==> src/rtl/rv32i_writeback_pipe.sv <==
// rtl/rv32i_writeback_pipe.sv - RV32I register-file write port, destination scoreboard and read-during-write bypass.
// Optional feature: define RV32I_WB_BYPASS_EN for forwarding and accept-edge pending clear.
module rv32i_writeback_pipe #(
  parameter int XLEN     = 32,
  parameter int REG_BITS = 5
) (
  input  logic                clk_i,
  input  logic                reset_i,
  input  logic                issue_valid_i,
  input  logic [REG_BITS-1:0] issue_rd_i,
  output logic                issue_ready_o,
  input  logic                alu_valid_i,
  input  logic [REG_BITS-1:0] alu_rd_i,
  input  logic [XLEN-1:0]     alu_data_i,
  output logic                alu_ready_o,
  input  logic                ld_valid_i,
  input  logic [REG_BITS-1:0] ld_rd_i,
  input  logic [XLEN-1:0]     ld_data_i,
  output logic                ld_ready_o,
  output logic                write_o,
  output logic [XLEN-1:0]     data_o,
  output logic [REG_BITS-1:0] rd_addr_o,
  input  logic [REG_BITS-1:0] rs1_addr_i,
  input  logic [REG_BITS-1:0] rs2_addr_i,
  output logic                rs1_busy_o,
  output logic                rs2_busy_o,
  output logic                rs1_fwd_o,
  output logic                rs2_fwd_o,
  output logic [XLEN-1:0]     rs1_fwd_data_o,
  output logic [XLEN-1:0]     rs2_fwd_data_o
);

  localparam int NREG = 1 << REG_BITS;

  logic [NREG-1:0]     pending_q, pending_d;
  logic                write_q;
  logic [XLEN-1:0]     data_q;
  logic [REG_BITS-1:0] rd_q;

  logic                ld_acc, alu_acc, acc, issue_acc, clr_en;
  logic [REG_BITS-1:0] acc_rd, clr_rd;
  logic [XLEN-1:0]     acc_data;

  assign ld_ready_o    = !reset_i;
  assign alu_ready_o   = !reset_i && !ld_valid_i;
  assign issue_ready_o = !reset_i && (issue_rd_i == '0 || !pending_q[issue_rd_i]);

  assign ld_acc    = ld_valid_i && ld_ready_o;
  assign alu_acc   = alu_valid_i && alu_ready_o;
  assign acc       = ld_acc || alu_acc;
  assign acc_rd    = ld_acc ? ld_rd_i : alu_rd_i;
  assign acc_data  = ld_acc ? ld_data_i : alu_data_i;
  assign issue_acc = issue_valid_i && issue_ready_o;

`ifdef RV32I_WB_BYPASS_EN
  assign clr_en = acc;
  assign clr_rd = acc_rd;
`else
  // Clearing only once the write lands keeps dependent reads off the colliding edge.
  assign clr_en = write_q;
  assign clr_rd = rd_q;
`endif

  // Set is applied after clear so a same-register collision leaves it pending.
  always_comb begin
    pending_d = pending_q;
    if (clr_en) pending_d[clr_rd] = 1'b0;
    if (issue_acc && issue_rd_i != '0) pending_d[issue_rd_i] = 1'b1;
    pending_d[0] = 1'b0;
  end

  always_ff @(posedge clk_i) begin
    if (reset_i) begin
      pending_q <= '0;
      write_q   <= 1'b0;
      data_q    <= '0;
      rd_q      <= '0;
    end else begin
      pending_q <= pending_d;
      write_q   <= acc && acc_rd != '0;
      if (acc) begin
        data_q <= acc_data;
        rd_q   <= acc_rd;
      end
    end
  end

  assign write_o    = write_q;
  assign data_o     = data_q;
  assign rd_addr_o  = rd_q;
  assign rs1_busy_o = rs1_addr_i != '0 && pending_q[rs1_addr_i];
  assign rs2_busy_o = rs2_addr_i != '0 && pending_q[rs2_addr_i];

`ifdef RV32I_WB_BYPASS_EN
  logic            fwd1_q, fwd2_q, fwd1_d, fwd2_d;
  logic [XLEN-1:0] fwd1_data_q, fwd2_data_q;

  // The BRAM returns pre-write data for a read that lands on the write edge.
  assign fwd1_d = write_q && rd_q != '0 && rs1_addr_i == rd_q;
  assign fwd2_d = write_q && rd_q != '0 && rs2_addr_i == rd_q;

  always_ff @(posedge clk_i) begin
    if (reset_i) begin
      fwd1_q      <= 1'b0;
      fwd2_q      <= 1'b0;
      fwd1_data_q <= '0;
      fwd2_data_q <= '0;
    end else begin
      fwd1_q      <= fwd1_d;
      fwd2_q      <= fwd2_d;
      fwd1_data_q <= fwd1_d ? data_q : '0;
      fwd2_data_q <= fwd2_d ? data_q : '0;
    end
  end

  assign rs1_fwd_o      = fwd1_q;
  assign rs2_fwd_o      = fwd2_q;
  assign rs1_fwd_data_o = fwd1_data_q;
  assign rs2_fwd_data_o = fwd2_data_q;
`else
  assign rs1_fwd_o      = 1'b0;
  assign rs2_fwd_o      = 1'b0;
  assign rs1_fwd_data_o = '0;
  assign rs2_fwd_data_o = '0;
`endif

endmodule

==> config.mk <==
export PLATFORM = sky130hd
export DESIGN_NAME = rv32i_writeback_pipe
export DESIGN_NICKNAME = d
export VERILOG_FILES = /design/src/rtl/rv32i_writeback_pipe.sv
export SDC_FILE = /design/constraint.sdc
export NUM_CORES = 1
export LEC_CHECK = 0
export ABC_AREA = 1
export BUFFER_PORTS_ARGS = -buffer_cell sky130_fd_sc_hd__buf_2
export CORE_MARGIN = 2
export CORE_UTILIZATION = 54
export CTS_BUF_LIST = sky130_fd_sc_hd__clkbuf_2 sky130_fd_sc_hd__clkbuf_4 sky130_fd_sc_hd__clkbuf_8
export DETAILED_ROUTE_END_ITERATION = 10
export PLACE_DENSITY = 0.89
export SKIP_CTS_REPAIR_TIMING = 1
export SYNTH_ARGS = -nofsm -noshare
export SYNTH_HDL_FRONTEND = slang
export SYNTH_SLANG_ARGS = --single-unit
==> constraint.sdc <==
create_clock -name clk_i -period 3.85 [get_ports clk_i]
set_clock_uncertainty 0.2 [all_clocks]
set_input_delay 0.385 -clock clk_i [delete_from_list [all_inputs] [get_ports clk_i]]
set_output_delay 0.385 -clock clk_i [all_outputs]
set_load 0.01 [all_outputs]
Word level (Yosys, flattened, before mapping) --
Cells that the tools add are included.
Word-level totals: register bits 70, bits in latches 0, bits in writable memories 0, ROM bits 0, bits of input ports 94, output and inout port bits 109, logic and storage cells 49, memories kept 0
Operators by class: add/sub/neg operators 0, $mul 0, div/mod/pow operators 0, magnitude comparators 6, eq/ne operators 0, shift operators 0, muxes and demuxes 14, bitwise gates (word level) 3, reductions and logical operators 21
Operators with widths (count):
- 2-to-1 mux 32 bit | 3
- bitwise AND 32 bit | 1
- inverter 32 bit | 1
- OR 32 bit | 1
- < comparator 5 x 6 -> 1 bit, second input constant | 4
- nonzero test 5 bit | 4
- binary-select mux 1 bit (select 5 bit) | 3
- logical AND 1 bit | 11
- demux 1 bit (select 5 bit) | 2
- greater-or-equal comparator 5 x 1 -> 1 bit, second input constant | 2
- logical NOT 5 bit | 1
- 2-to-1 mux 1 bit | 5
- 2-to-1 mux 5 bit | 1
- logical NOT 1 bit | 3
- logical OR 1 bit | 2

Depth between registers and ports, before layout --
Gate-level depths: netlist (run 1).
depth after elaboration 9, depth in mapped cells 15, mapped depth without buffers 12

Least setup slack after synthesis (run 1) --
No wires, ideal clock.
path type input-to-output, from in issue_rd_i[0], to out issue_ready_o, data arrival time 1.435 ns, required time 3.265 ns, setup slack 1.830 ns, cell stages on the path 12, buffers on the path 3, cell sequence buf_6 > inv_6 > buf_8 > nor2_2 > nand2_1 > nand3_1 > nand2_1 > nand2_1 > nor2_1 > nand2_2 > nor2_8 > buf_12
Between the ends: word-level cells in the longest chain between the ends 5, elaborated cells between the ends (all ways) 6, those cells by class mux: 2; reduce/logical: 4
RTL lines:
- start, declared | RTL line 10 | input logic [REG_BITS-1:0] issue_rd_i,
- binary-select mux 1 bit (select 5 bit) | RTL line 46 | assign issue_ready_o = !reset_i && (issue_rd_i == '0 || !pending_q[issue_rd_i]);
- 2-to-1 mux 1 bit (not written as such) | RTL line 46
- logical NOT 1 bit | RTL line 46
- logical OR 1 bit (*) | RTL line 46
- logical AND 1 bit (*) | RTL line 46
- end, declared | RTL line 11 | output logic issue_ready_o,
Every way passes the cells marked *; elsewhere a longest branch is shown, timed or not. The select of a mux whose other input is x is not followed.

Worst setup path after layout (run 1) --
Ends and elaborated chain as after synthesis.

==> results of run 1 <==
==> registers in the layout (all words and copies together), names as in the netlist <==
signal and cells:
write_o 1, rd_addr_o 5, data_o 32, pending_q 31
==> worst max-delay path: stages <==
cell	delay, ns
buf_2	0.31
inv_6	0.13
nand2_1	0.08
nand2_1	0.05
nand2_1	0.05
nand2_1	0.05
nand2_1	0.05
nand2_1	0.04
nor2_1	0.13
nand2_2	0.10
nor2_8	0.50
buf_2	0.25
==> cells in the final DEF, fill, tap and decap left out, types with 2 or more instances in the layout <==
| master | Yosys | routed |
|---|---|---|
| nand2_1 | 136 | 136 |
| buf_2 | 7 | 136 |
| nor2_1 | 111 | 110 |
| o21ai_0 | 93 | 93 |
| dfxtp_1 | 69 | 69 |
| conb_1 | 1 | 66 |
| a21oi_1 | 50 | 50 |
| inv_1 | 50 | 49 |
| nand3_2 | 29 | 29 |
| a21oi_2 | 29 | 29 |
| nand3_1 | 23 | 23 |
| clkbuf_8 | 0 | 11 |
| nor3_1 | 8 | 8 |
| o221ai_1 | 8 | 8 |
| buf_4 | 69 | 5 |
| nand2_2 | 4 | 4 |
| o211ai_1 | 4 | 4 |
| nor2_2 | 2 | 3 |
| a31oi_1 | 3 | 3 |
| o2111ai_1 | 2 | 2 |
| a211oi_1 | 2 | 2 |
| clkinv_1 | 1 | 2 |
==> metrics by stage <==
step | hold slack, ns | cell area (sq um)
after floorplan | 0.267 | 5130
after global placement | 0.249 | 5280
after detailed placement | 0.254 | 5280
after CTS | 0.101 | 5460
after global routing | 0.126 | 5460
final | 0.117 | 5460
==> logic make-up (layout without fill, tap and decap cells) <==
family	after synthesis	after routing
flops	69	69
other cells	1	66
mux	1	1
simple gates	315	315
compound gates	192	192
buf+inv	153	209
==> per-layer routing <==
| metal | global-route usage | vias to the layer above | part of all wire |
|---|---|---|---|
| li1 | - | 2506 | - |
| met1 | 0.339 | 2248 | 0.40 |
| met2 | 0.429 | 281 | 0.47 |
| met3 | 0.0645 | 34 | 0.096 |
| met4 | 0.123 | 0 | 0.032 |
| met5 | 0 | - | 0 |
==> power by group through the flow <==
| stage | Clock [mW] | Combinational, mW | Sequential [mW] |
|---|---|---|---|
| 2_1_floorplan | 0 | 0.263 | 0.787 |
| 4_1_cts | 0.547 | 0.337 | 0.761 |
| 3_3_place_gp | 0 | 0.333 | 0.776 |
| 6_report | 0.535 | 0.341 | 0.761 |
| 5_1_grt | 0.578 | 0.381 | 0.764 |
| 3_5_place_dp | 0 | 0.336 | 0.777 |
==> layout make-up <==
type	instances	area (sq um)
clock inverter	3	21.3
sequential	69	1380
fill	830	3300
multi-input combinational	574	2830
inverter	52	200
timing repair buffer	142	738
tap	108	135
clock buffer	12	159
==> worst paths after layout <==
| check | from | end |
|---|---|---|
| worst min-delay path | alu_data_i[26] | data_o[26] |
| worst min register to register | data_o[8] | data_o[8] |
| worst max-delay path | issue_rd_i[0] | issue_ready_o |
| worst max register to register | pending_q[24] | pending_q[5] |
==> impl_metrics.json, run 1 <==
{
  "status": "complete, no violations",
  "drtIter0Drc": 333,
  "slew_viol_final": 0,
  "grt-ovfl-total": 0,
  "area_growth_pct": 11.8,
  "clkSinkCount": 69,
  "synth_flop_cell": "dfxtp_1",
  "antenna_found_initial": 1,
  "via_per_inst": 5.28,
  "chipWidth_um": 99.1,
  "grt_pass1_wl_mm": 21.6,
  "first_pass_iters": 5,
  "final_cells": 960,
  "grt_pass1_vias": 4649,
  "syn_inst": 731,
  "synth.distinct_cells": 30,
  "dpl.cell_count": 945,
  "postRouteWirelength_mm": 13.3,
  "startpoint_type": "input pin",
  "num_rows": 34,
  "netlist.area_leader.share": 0.283,
  "synthXorXnorAreaFrac": 0,
  "dpl.hpwl_mm": 9.93,
  "synth-seq-cells": 69,
  "sw_frac_of_total": 0.311,
  "final_util": 0.623,
  "cts_tree": "yes",
  "drv_cap": 0,
  "grt_max_degree": 71,
  "internal_power_mw": 1.13,
  "drc": 0,
  "netlist_area_sq_um": 4880,
  "worst_slack_ns": 1.13,
  "port_buffers": 136,
  "worst_pin_slew_ns": 0.940,
  "nets": 942,
  "start_util": 0.557,
  "die_h_um": 99.1,
  "ios": 203,
  "cp.arrival_ns": 2.14,
  "setup_viol": 0,
  "hold_violations": 0,
  "hold_path_depth": 3,
  "synth_common_cells": "nand2_1 (136), nor2_1 (111), o21ai_0 (93), buf_4 (69), dfxtp_1 (69)",
  "fin_crit_sh": 0.707,
  "clkPwrFrac": 0.327,
  "synth-simple-area-share": 0.294,
  "yosys.area_share.adder": 0,
  "clk_pin_slew_worst_paths_ns": 0.07,
  "ys_warn_count": 0,
  "crit_fanout": 32,
  "synthMuxAreaShare": 0.00205,
  "num_vias": 5069,
  "finalSetupTns_ns": 0,
  "power.density_nw_per_um2": 300,
  "synth_compound_area_frac": 0.231,
  "ant_nets": 0,
  "clockRootBuffer": "clkbuf_8",
  "clock_path_buffers": 2,
  "track_usage": 0.267,
  "async_reset_ff_frac": 0,
  "end_kind": "output port",
  "rsz0062_at_grt": "no",
  "yosys.area.top_type": "dfxtp_1",
  "syn_area_per_cell_sq_um": 6.68,
  "period_minus_slack_ns": 2.72,
  "synth_edf_count": 0,
  "synth_most_common_cell": "nand2_1",
  "comb_power_share": 0.208,
  "insertion_delay_ns": 0.34,
  "fmax_ghz": 0.367,
  "p_sw_mw": 0.510,
  "ys_seq_area_frac": 0.283,
  "critical_path_class": "input pin to output port",
  "dieArea_sq_um": 9820,
  "reg2regPathDepth": 11,
  "cp.required_ns": 3.26,
  "synth_top_family_by_area": "simple AND/OR/NAND/NOR gates",
  "cts-htree-levels": 3,
  "diodes": 0,
  "dp_slack_ns": 1.17,
  "r2r_slack_ns": 1.82,
  "totalPowerFinal_mw": 1.64,
  "power.leakage_nw": 2.44,
  "peakVddDrop_mv": 0.262,
  "synth_area_leaders": "dfxtp_1 (28%), buf_4 (11%), nand2_1 (10%)",
  "drive_above_1_share": 0.263,
  "wl_per_cell_um": 13.9,
  "core_sq_um": 8760,
  "seq_power_share": 0.465,
  "slew_headroom": 0.374,
  "hold_path.class": "input pin to flop",
  "place_congestion": 0.990,
  "cts_buffers": 9
}
(Power assumes the default switching activity.)
==> run 2: changes to the inputs <==
ABC_AREA = 0   (was 1)
CORE_UTILIZATION = 44   (was 54)
PLACE_DENSITY = 0.8   (was 0.89)
clock period = 2.45 ns   (was 3.85 ns; I/O delays follow)
==> impl_metrics.json, run 2 <==
{
  "drtIter0Drc": 288,
  "async_reset_ff_frac": 0,
  "start_util": 0.456,
  "dieArea_sq_um": 11100,
  "clkPwrFrac": 0.393,
  "fin_crit_sh": 0.959,
  "whs_ns": -0.0408,
  "cts-htree-levels": 3,
  "path_cells": "mux4_2 > a22oi_2 > o41ai_4 > nor3_1 > buf_2",
  "startpoint_type": "flop",
  "clock_path_buffers": 2,
  "core_sq_um": 9860,
  "worstHoldEndpoint": "rd_addr_o[2]",
  "dpl.hpwl_mm": 9.46,
  "setup_viol": 0,
  "hold_path.class": "input pin to flop",
  "synth_common_cells": "nor2_1 (80), dfxtp_1 (69), buf_4 (66), a21oi_1 (43), mux2i_1 (42)",
  "seq_power_share": 0.415,
  "area_growth_pct": 25.2,
  "violations": "negative hold slack",
  "reg2regPathDepth": 5,
  "path_buf_inv": 1,
  "syn_inst": 523,
  "final_cells": 815,
  "clockRootBuffer": "clkbuf_8",
  "drv_cap": 0,
  "cp.arrival_ns": 1.90,
  "via_per_inst": 5.37,
  "die_h_um": 105,
  "r2r_slack_ns": 0.48,
  "totalPowerFinal_mw": 2.92,
  "min_from": "ld_rd_i[2]",
  "comb_power_share": 0.192,
  "diodes": 0,
  "synth-seq-cells": 69,
  "port_buffers": 136,
  "crit_fanout": 4,
  "syn_area_per_cell_sq_um": 8.61,
  "crit_family": "multiplexers",
  "postPlaceCellArea_sq_um": 5030,
  "grt_pass1_wl_mm": 19.8,
  "clkSinkCount": 69,
  "wl_per_cell_um": 16.3,
  "synth_flop_cell": "dfxtp_1",
  "period_minus_slack_ns": 2.35,
  "r2r_end": "pending_q[19]",
  "dpl.cell_count": 764,
  "final_common_cell": "buf_2",
  "layout_common_cells": "buf_2 (136), nor2_1 (80), dfxtp_1 (69)",
  "num_vias": 4379,
  "peakVddDrop_mv": 0.359,
  "synth.distinct_cells": 46,
  "largest_reg_flops": 32,
  "internal_power_mw": 2.11,
  "drive_above_1_share": 0.277,
  "synth_edf_count": 0,
  "num_rows": 36,
  "grt_pass1_vias": 3973,
  "cts_tree": "yes",
  "rsz0062_at_grt": "no",
  "postRouteWirelength_mm": 13.3,
  "worst_pin_slew_ns": 0.910,
  "finalSetupTns_ns": 0,
  "drc": 0,
  "fin_area_sq_um": 5630,
  "status": "complete, but fails checks",
  "track_usage": 0.221,
  "p_sw_mw": 0.804,
  "grt-ovfl-total": 0,
  "cts_buffers": 9,
  "slowest_stage": "mux4_2",
  "netlist.area_leader.share": 0.307,
  "nets": 771,
  "hold_path_depth": 3,
  "slew_viol_final": 0,
  "slew_headroom": 0.387,
  "ant_nets": 0,
  "clk_pin_slew_worst_paths_ns": 0.08,
  "synth_most_common_cell": "nor2_1",
  "first_pass_iters": 5,
  "max_stage_delay_ns": 0.50,
  "ios": 203,
  "ys_seq_area_frac": 0.307,
  "hold_violations": 2,
  "netlist_area_sq_um": 4500,
  "power.leakage_nw": 2.57,
  "end_kind": "output port",
  "fmax_ghz": 0.426,
  "power.density_nw_per_um2": 518,
  "yosys.area.top_type": "dfxtp_1",
  "place_congestion": 0.868,
  "insertion_delay_ns": 0.35,
  "r2r-start": "pending_q[19]",
  "antenna_found_initial": 0,
  "sw_frac_of_total": 0.276,
  "critical_path_class": "flop to output port",
  "cp.required_ns": 2.01,
  "grt_max_degree": 78,
  "synth_area_leaders": "dfxtp_1 (31%), buf_4 (11%), mux2i_1 (9.3%)",
  "chipWidth_um": 105,
  "ys_warn_count": 0
}
==> run 2: changes by cell type after synthesis, sizes merged, moves of 20 or more <==
cell / previous run / this run
nand2: 140 / 21
o21ai: 93 / 15
inv: 51 / 6
mux2i: 1 / 42
a21oi: 79 / 43
nor2: 114 / 80
nand3: 52 / 22
o31ai: 0 / 20
==> run 2: power groups by stage <==
| stage | combinational, mW | clock (mW) | sequential, mW |
|---|---|---|---|
| 6_report | 0.560 | 1.14 | 1.21 |
| 5_1_grt | 0.613 | 1.20 | 1.22 |
| 4_1_cts | 0.507 | 1.16 | 1.21 |
| 3_5_place_dp | 0.505 | 0 | 1.23 |
| 3_3_place_gp | 0.489 | 0 | 1.23 |
| 2_1_floorplan | 0.381 | 0 | 1.24 |
==> run 2: worst min-delay path: cells and delay by family <==
family	cells	cell delay [ns]
buf+inv	1	0.09
simple gates	1	0.08
compound gates	1	0.06
==> run 2: per-layer routing <==
metal	routed length (um)	track usage
met1	5190	0.266
met2	6630	0.379
met3	1270	0.0611
met4	240	0.0743
met5	0	0
==> run 2: logic make-up (layout without fill, tap and decap cells) <==
logic type      count (synthesis)  after routing  synth area share
simple gates                  164            164             0.172
compound gates                113            113             0.167
buf+inv                       108            202             0.151
flops                          69             69             0.307
mux                            68             68             0.203
other cells                     1             66          0.000833
==> run 2: worst max-delay path by stage <==
stage / startpoint / cells past startpoint / slack [ns] / end
detailed placement: issue_rd_i[0] / 6 / 0.17 / issue_ready_o
global placement: issue_rd_i[0] / 6 / 0.26 / issue_ready_o
floorplan: issue_rd_i[0] / 6 / 0.37 / issue_ready_o
finish: pending_q[19] / 5 / 0.10 / issue_ready_o
global route: pending_q[6] / 5 / 0.004 / issue_ready_o
CTS: pending_q[3] / 5 / 0.05 / issue_ready_o
==> run 2: stage by stage <==
stage | setup slack, ns | utilization
floorplan | 0.375 | -
global placement | 0.257 | 0.510
detailed placement | 0.175 | 0.510
CTS | 0.0528 | 0.535
global route | 0.00415 | 0.571
finish | 0.100 | 0.571
==> run 2: cell type report <==
cell class,count,area (sq um)
sequential,69,1380
clock buffer,10,138
tap,133,166
clock inverter,6,110
timing repair buffer,180,1120
fill,835,4230
multi-input combinational,411,2690
inverter,6,22.5
